**src/rtl/btn_pkg.sv**
```systemverilog
// Shared types and default timing for the push-button front end.
// Defaults assume the 12 MHz SB_HFOSC clock.
package btn_pkg;

  localparam int unsigned CLK_HZ = 12000000;

  // 20 ms debounce, 1 s long press, 200 ms auto-repeat
  localparam int unsigned DEF_DEBOUNCE_CYCLES = CLK_HZ / 50;
  localparam int unsigned DEF_LONG_PRESS_CYCLES = CLK_HZ;
  localparam int unsigned DEF_REPEAT_CYCLES = CLK_HZ / 5;

  typedef enum logic [1:0] {
    RELEASED,
    PRESS_WAIT,
    PRESSED,
    RELEASE_WAIT
  } btn_state_e;

endpackage

```
**src/rtl/sync_2ff.sv**
```systemverilog
// Two-flop synchronizer for one asynchronous pin.
// Reset value is a parameter so each pin can reset to its idle level.
module sync_2ff #(
  parameter logic RST_VAL = 1'b0
) (
  input  logic clk,
  input  logic rst,
  input  logic d_i,
  output logic q_o
);

  logic s1_q;
  logic s2_q;

  // Shift the raw pin through two flops to settle metastability
  always_ff @(posedge clk) begin
    if (rst) begin
      s1_q <= RST_VAL;
      s2_q <= RST_VAL;
    end else begin
      s1_q <= d_i;
      s2_q <= s1_q;
    end
  end

  assign q_o = s2_q;

endmodule

```
**src/rtl/btn_debounce.sv**
```systemverilog
// Push-button conditioner: sync, debounce, press/release/long events.
// Define BTN_AUTOREPEAT_EN to emit repeated presses while held.
module btn_debounce
  import btn_pkg::*;
#(
  parameter int unsigned DEBOUNCE_CYCLES = DEF_DEBOUNCE_CYCLES,
  parameter int unsigned LONG_PRESS_CYCLES = DEF_LONG_PRESS_CYCLES,
  parameter int unsigned REPEAT_CYCLES = DEF_REPEAT_CYCLES,
  parameter bit ACTIVE_LOW = 1'b1
) (
  input  logic       clk,
  input  logic       rst,
  input  logic       btn_in,
  output logic       btn_level,
  output logic       press_pulse,
  output logic       release_pulse,
  output logic       long_pulse,
  output logic [7:0] press_count
);

  localparam int unsigned DBW = $clog2(DEBOUNCE_CYCLES);
  localparam int unsigned HW = $clog2(LONG_PRESS_CYCLES);
  localparam logic [DBW-1:0] DB_LAST = DBW'(DEBOUNCE_CYCLES - 1);
  localparam logic [HW-1:0] HOLD_LAST = HW'(LONG_PRESS_CYCLES - 1);

  logic sync_pin;
  logic s_pressed;

  sync_2ff #(
    .RST_VAL(ACTIVE_LOW)
  ) u_sync (
    .clk(clk),
    .rst(rst),
    .d_i(btn_in),
    .q_o(sync_pin)
  );

  assign s_pressed = sync_pin ^ ACTIVE_LOW;

  btn_state_e     state_q, state_d;
  logic [DBW-1:0] db_q, db_d;
  logic [HW-1:0]  hold_q, hold_d;
  logic           ldone_q, ldone_d;
  logic           lvl_q, lvl_d;
  logic           pp_q, pp_d;
  logic           rp_q, rp_d;
  logic           lp_q, lp_d;
  logic [7:0]     cnt_q, cnt_d;

`ifdef BTN_AUTOREPEAT_EN
  localparam int unsigned RW = $clog2(REPEAT_CYCLES);
  localparam logic [RW-1:0] REP_LAST = RW'(REPEAT_CYCLES - 1);
  logic [RW-1:0] rep_q, rep_d;
`endif

  // Register FSM state, counters and all outputs
  always_ff @(posedge clk) begin
    if (rst) begin
      state_q <= RELEASED;
      db_q    <= '0;
      hold_q  <= '0;
      ldone_q <= 1'b0;
      lvl_q   <= 1'b0;
      pp_q    <= 1'b0;
      rp_q    <= 1'b0;
      lp_q    <= 1'b0;
      cnt_q   <= '0;
`ifdef BTN_AUTOREPEAT_EN
      rep_q   <= '0;
`endif
    end else begin
      state_q <= state_d;
      db_q    <= db_d;
      hold_q  <= hold_d;
      ldone_q <= ldone_d;
      lvl_q   <= lvl_d;
      pp_q    <= pp_d;
      rp_q    <= rp_d;
      lp_q    <= lp_d;
      cnt_q   <= cnt_d;
`ifdef BTN_AUTOREPEAT_EN
      rep_q   <= rep_d;
`endif
    end
  end

  // Next state: accept a level only after it has been stable long enough
  always_comb begin
    state_d = state_q;
    db_d    = db_q;
    hold_d  = hold_q;
    ldone_d = ldone_q;
    lvl_d   = lvl_q;
    pp_d    = 1'b0;
    rp_d    = 1'b0;
    lp_d    = 1'b0;
    cnt_d   = cnt_q;
`ifdef BTN_AUTOREPEAT_EN
    rep_d   = rep_q;
`endif
    unique case (state_q)
      RELEASED: begin
        if (s_pressed) begin
          state_d = PRESS_WAIT;
          db_d    = '0;
        end
      end
      PRESS_WAIT: begin
        if (!s_pressed) begin
          state_d = RELEASED;
        end else if (db_q == DB_LAST) begin
          state_d = PRESSED;
          pp_d    = 1'b1;
          lvl_d   = 1'b1;
          cnt_d   = cnt_q + 8'd1;
          hold_d  = '0;
          ldone_d = 1'b0;
`ifdef BTN_AUTOREPEAT_EN
          rep_d   = '0;
`endif
        end else begin
          db_d = db_q + 1'b1;
        end
      end
      PRESSED: begin
        if (!s_pressed) begin
          state_d = RELEASE_WAIT;
          db_d    = '0;
        end else if (!ldone_q) begin
          if (hold_q == HOLD_LAST) begin
            lp_d    = 1'b1;
            ldone_d = 1'b1;
          end else begin
            hold_d = hold_q + 1'b1;
          end
        end
`ifdef BTN_AUTOREPEAT_EN
        else if (rep_q == REP_LAST) begin
          pp_d  = 1'b1;
          cnt_d = cnt_q + 8'd1;
          rep_d = '0;
        end else begin
          rep_d = rep_q + 1'b1;
        end
`endif
      end
      RELEASE_WAIT: begin
        if (s_pressed) begin
          state_d = PRESSED;
        end else if (db_q == DB_LAST) begin
          state_d = RELEASED;
          rp_d    = 1'b1;
          lvl_d   = 1'b0;
        end else begin
          db_d = db_q + 1'b1;
        end
      end
      default: state_d = RELEASED;
    endcase
  end

  assign btn_level     = lvl_q;
  assign press_pulse   = pp_q;
  assign release_pulse = rp_q;
  assign long_pulse    = lp_q;
  assign press_count   = cnt_q;

endmodule

```
**config.mk**
```make
export PLATFORM = sky130hd
export DESIGN_NAME = btn_debounce
export DESIGN_NICKNAME = d
export VERILOG_FILES = /design/src/rtl/btn_pkg.sv /design/src/rtl/sync_2ff.sv /design/src/rtl/btn_debounce.sv
export SDC_FILE = /design/constraint.sdc
export NUM_CORES = 1
export LEC_CHECK = 0
export CAP_MARGIN = 0
export CORE_MARGIN = 5
export CORE_UTILIZATION = 54
export CTS_CLUSTER_DIAMETER = 100
export CTS_CLUSTER_SIZE = 8
export DETAILED_ROUTE_END_ITERATION = 10
export GPL_TIMING_DRIVEN = 0
export HOLD_SLACK_MARGIN = 0.08
export MAX_ROUTING_LAYER = met4
export PLACE_DENSITY = 0.76
export SYNTH_ARGS = -nofsm -noshare
export SYNTH_HDL_FRONTEND = slang
export SYNTH_HIERARCHICAL = 1
export SYNTH_SLANG_ARGS = --single-unit
```
**constraint.sdc**
```tcl
create_clock -name clk -period 2.3 [get_ports clk]
set_input_delay 0.46 -clock clk [delete_from_list [all_inputs] [get_ports clk]]
set_output_delay 0.46 -clock clk [all_outputs]
set_load 0.005 [all_outputs]
```
Word level (Yosys, flattened, before mapping)
Index checks and enable logic that the tools add are counted.

operators by class
  add/subtract/negate cells = 3
  mux-type cells = 30
  reduce and logical (&&, ||, !) cells = 12
  eq/ne operators = 16
  bitwise logic cells = 4

operator list
  cell                                                   count
  two-way mux 24 bit                                     5
  two-way mux 18 bit                                     5
  case mux 18 bit (4 select lines)                       1
  case mux 24 bit (2 select lines)                       1
  adder 24 x 1 -> 24 bit, second input constant          1
  == test 24 bit, second input constant                  1
  adder 18 x 1 -> 18 bit, second input constant          1
  == test 18 bit, second input constant                  1
  inequality test 2 bit, second input constant           7
  two-way mux 2 bit                                      6
  AND reduction 4 bit                                    3
  two-way mux 1 bit                                      9
  adder 8 x 1 -> 8 bit, second input constant            1
  case mux 2 bit (4 select lines)                        1
  AND reduction 6 bit                                    1
  OR reduction 3 bit                                     2
  AND reduction 5 bit                                    1
  == test 2 bit, second input constant                   2
  inequality test 2 x 1 -> 1 bit, second input constant  2
  inverter 1 bit                                         4
  case mux 1 bit (2 select lines)                        2
  nonzero test 2 bit                                     2
  OR reduction 4 bit                                     1
  inequality test 3 x 2 -> 1 bit, second input constant  1
  4 further kinds                                        4

word-level totals
  logic and storage cells = 76
  output and inout bits = 12
  input bits = 3
  flip-flop bits (word level) = 59

Logic depth before layout (Yosys ltp)
  depth after elaboration = 5
  mapped depth = 10
  depth with buffers taken out = 7

Modules after synthesis
The synthesis kept the hierarchy.

modules (own cells, without submodules)
  module        cells each  sequential area each (um^2)  times used  area an instance (um^2)
  btn_debounce  370         1141.1                       1           2945.3
  sync_2ff      4           40.0                         1           52.6

Least setup slack after synthesis
Ideal clock, no wire load.

  path kind = register to register
  start point = register db_q[0]
  end point = register hold_q[0]
  clock period less this slack = 2.258 ns
  data arrival time = 2.136 ns
  stages on the path, launching flop included = 10
  data required time = 2.179 ns
  library setup time = 0.121 ns
  path buffers = 2
  path slack = 0.042 ns
  cell sequence = dfxtp_1 ha_1 nand4_1 or2_2 clkbuf_1 or3_1 buf_2 a31oi_4 nor2_1 mux2_4

on the way
  cells in the longest elaborated chain, start to end = 3

ends and longest elaborated chain
  element                          line                 source
  from (decl)                      btn_debounce.sv:41   logic [DBW-1:0] db_q, db_d;
  from (signal assigned)           btn_debounce.sv:60   db_q <= '0;
  from (signal assigned)           btn_debounce.sv:73   db_q <= db_d;
  == test 18 bit                   btn_debounce.sv:111  end else if (db_q == DB_LAST) begin
  inequality test 2 bit (no line)  --
  AND reduction 6 bit (no line)    --
  to (signal assigned)             btn_debounce.sv:74   hold_q <= hold_d;
  to (decl)                        btn_debounce.sv:42   logic [HW-1:0] hold_q, hold_d;

No other way between the ends.
A chain may end at the register's enable or synchronous reset.

Worst setup path in the final report
  start point = register db_q[14]
  end point = register cnt_q[6], in the netlist press_count[6]

on the way
  cells in the longest elaborated chain, start to end = 2

ends and longest elaborated chain
  element                        line                 source
  == test 18 bit                 btn_debounce.sv:111
  AND reduction 3 bit (no line)  --
  to (signal assigned)           btn_debounce.sv:80   cnt_q <= cnt_d;
  to (decl)                      btn_debounce.sv:48   logic [7:0] cnt_q, cnt_d;

No other way between the ends.

==> impl_metrics.tcl <==
set metrics [dict create \
    hpwl_microns 5160 \
    fmax_ghz 0.441 \
    synthCells 374 \
    htree_levels 3 \
    fin_skew_ns 0.00691 \
    placed_area_sq_um 3230 \
    clockBufferDepth 2 \
    grt_pass1_wl_microns 12900 \
    avgSynthCellArea_sq_um 8.02 \
    row_count 27 \
    hold_viol 0 \
    vias_per_cell 6.13 \
    internal-power_uw 1520 \
    comb_power_share_pct 3.4 \
    crit_type "register to register" \
    drive_gt1_share_pct 13.0 \
    dieArea_sq_um 7140 \
    grtUsageMet1_pct 31.9 \
    finalSetupTns_ns 0 \
    top_usage_layer "met2" \
    syn_nets 380 \
    tritoncts "built" \
    drt-initial-drc-count 330 \
    cts_sinks 59 \
    peakVddDrop_v 0.000361 \
    crit_fanout 5 \
    portBuffers 14 \
    seqPwrFrac_pct 52.5 \
    rsz0062_at_grt "true" \
    tightest_slew_ns 0.704 \
    end_kind "register" \
    slew_violations 0 \
    routed_wl_microns 7590 \
    finalSetupViolCount 0 \
    p_leak_uw 0.00115 \
    clk_latency_ns 0.34 \
    power_density_nw_per_um2 557 \
    antenna_cells 0 \
    switchingPower_uw 444 \
    synth_area_sq_um 3000 \
    grt_overflow 0 \
    place_congestion 0.928 \
    swShare_pct 22.6 \
    grt_max_degree 11 \
    clock_tree.root_cell "clkbuf_8" \
    synth-edff-count 0 \
    cts_made_buffers 9 \
    ant_nets 0 \
    clk_pin_slew_ns 0.07 \
    syn2layout_area_growth_pct 17.6 \
    fin_nets 410 \
    cts_hold_buf 0 \
    relSlewSlack_pct 52.7 \
    async_flop_share_pct 0 \
    post-route-period-util_pct 98.7 \
    layout_commonest_cell "dfxtp_1" \
    use_met2_pct 32.6 \
    ys.flop_type "dfxtp_1" \
    design_area_sq_um 3530 \
    grt_antenna_before_repair 0 \
    drt_first_pass_iters 5 \
    arrival_ns 2.54 \
    cp-start-kind "register" \
    chipWidth_microns 84.5 \
    core_area_sq_um 5440 \
    final_cell_mix "dfxtp_1 (56), nand2_1 (37), nor2_1 (35), a21oi_1 (35), o21ai_0 (24)" \
    die_h_microns 84.5 \
    drv_cap 0 \
    hold_path.class "register to register" \
    nFillCells 464 \
    synth.distinct_cells 55 \
    outcome "complete, no violations" \
    seq_area_frac_synth_pct 39.4 \
    fin_crit_ns 2.27 \
    slowest_stage "or4_4" \
    yosys_warnings 6 \
    vias 2942 \
    track_usage_pct 22.9 \
    cp.required_ns 2.57 \
    grt_pass1_vias 2693 \
    clkPwrFrac_pct 44.1 \
    start_util_pct 55.1 \
    gr-usage-met3_pct 4.22 \
    critPathMaxStageDelay_ns 0.57 \
    ioPinCount 15 \
    drc_errors 0 \
    ys_ff_latch 59 \
    wire_per_inst_microns 15.8 \
    cp_cell_sequence "nand4bb_1 > or4_4 > buf_4 > nor4b_4 > nand4_1 > or3_1 > a21oi_1" \
]
path summary, 6_finish.rpt:
check,cells after the start,slack [ns],to,from
setup / recovery,7,0.03,press_count[6]$_SDFFE_PP0P_,db_q[14]$_SDFFE_PP0P_
hold reg to reg,1,0.41,u_sync/q_o$_SDFF_PP1_,u_sync/s1_q$_SDFF_PP1_
setup reg to reg,7,0.03,press_count[6]$_SDFFE_PP0P_,db_q[14]$_SDFFE_PP0P_
hold / removal,1,0.41,u_sync/q_o$_SDFF_PP1_,u_sync/s1_q$_SDFF_PP1_
per-stage QoR:
| step | hold slack, ns | utilization (%) | std cells | worst slack [ns] | total power, uW |
|---|---|---|---|---|---|
| final | 0.413 | 64.8 | 480 | 0.0310 | 1960 |
| after global routing | 0.439 | 64.8 | 480 | -0.0870 | 2040 |
| after CTS | 0.414 | 63.0 | 473 | 0.00659 | 1980 |
| after detailed placement | 0.399 | 59.4 | 460 | -0.207 | 1120 |
| after global placement | 0.387 | 59.4 | 460 | -0.195 | 1120 |
| after floorplan | 0.383 | - | 374 | 0.0423 | 1090 |
what timing repair did:
action,CTS,global route
gates resized for setup,7,14
pin swaps,2,8
buffers inserted,1,7
endpoints found under the setup margin,32,24
hold endpoints to repair,0,0
power groups by stage:
| stage | logic, uW | registers [uW] | clock network, uW |
|---|---|---|---|
| floorplan | 36.7 | 1050 | 0 |
| global placement | 61.6 | 1050 | 0 |
| detailed placement | 62.4 | 1050 | 0 |
| CTS | 63.5 | 1030 | 884 |
| global route | 71.6 | 1030 | 943 |
| finish | 66.0 | 1030 | 866 |
cells in the mapped netlist (9+ instances only):
cell type  number  area, sq um
dfxtp_1        59         1180
nand2_1        39          146
nor2_1         37          139
a21oi_1        35          175
o21ai_0        24          120
a31oi_1        17          106
nand3_1        17         85.1
nor3_1         14         70.1
clkbuf_1       13         48.8
nand4_1        13         81.3
and3_1         10         62.6
inv_1           9         33.8
worst max-delay path: cells and delay by family (launching register included):
family	cells	cell delay (ns)
AO/OA/AOI/OAI	1	0.13
buffers and inverters	1	0.17
flip-flops	1	0.35
AND/OR/NAND/NOR	5	1.54
layer usage:
metal / share of wire, % / vias up / wire [microns]
met5: 0 / - / 0
met4: 1.5 / 0 / 112
met3: 5.1 / 12 / 386
met2: 45 / 94 / 3450
met1: 48 / 1389 / 3640
li1: - / 1447 / -
sequential cells by signal (all words and copies together) (netlist names), named ones only:
register       cells
btn_level          1
db_q              18
hold_q            24
ldone_q            1
long_pulse         1
press_count        8
press_pulse        1
release_pulse      1
state_q            1
u_sync/q_o         1
u_sync/s1_q        1
final cells by class:
type                            instances  area [sq um]  area share [%]
Clock buffer                           13           169            4.79
Multi-Input combinational cell        284          1730            49.0
Clock inverter                          2          10.0           0.284
Sequential cell                        59          1190            33.7
Timing Repair Buffer                   22           204            5.78
Buffer                                 18           101            2.87
Tap cell                               72          90.1            2.56
Inverter                               10          37.5            1.06
kinds of logic after synthesis:
family,after synthesis,synth area share [%]
and+or+nand+nor,166,29.0
AOI/OAI and AO/OA,104,22.1
DFF,59,39.4
buffers and inverters,31,4.67
xor gates and xnor gates,7,2.05
muxes,4,1.50
adders and majority gates,3,1.25
No activity file was read; power rests on OpenSTA's default activity.
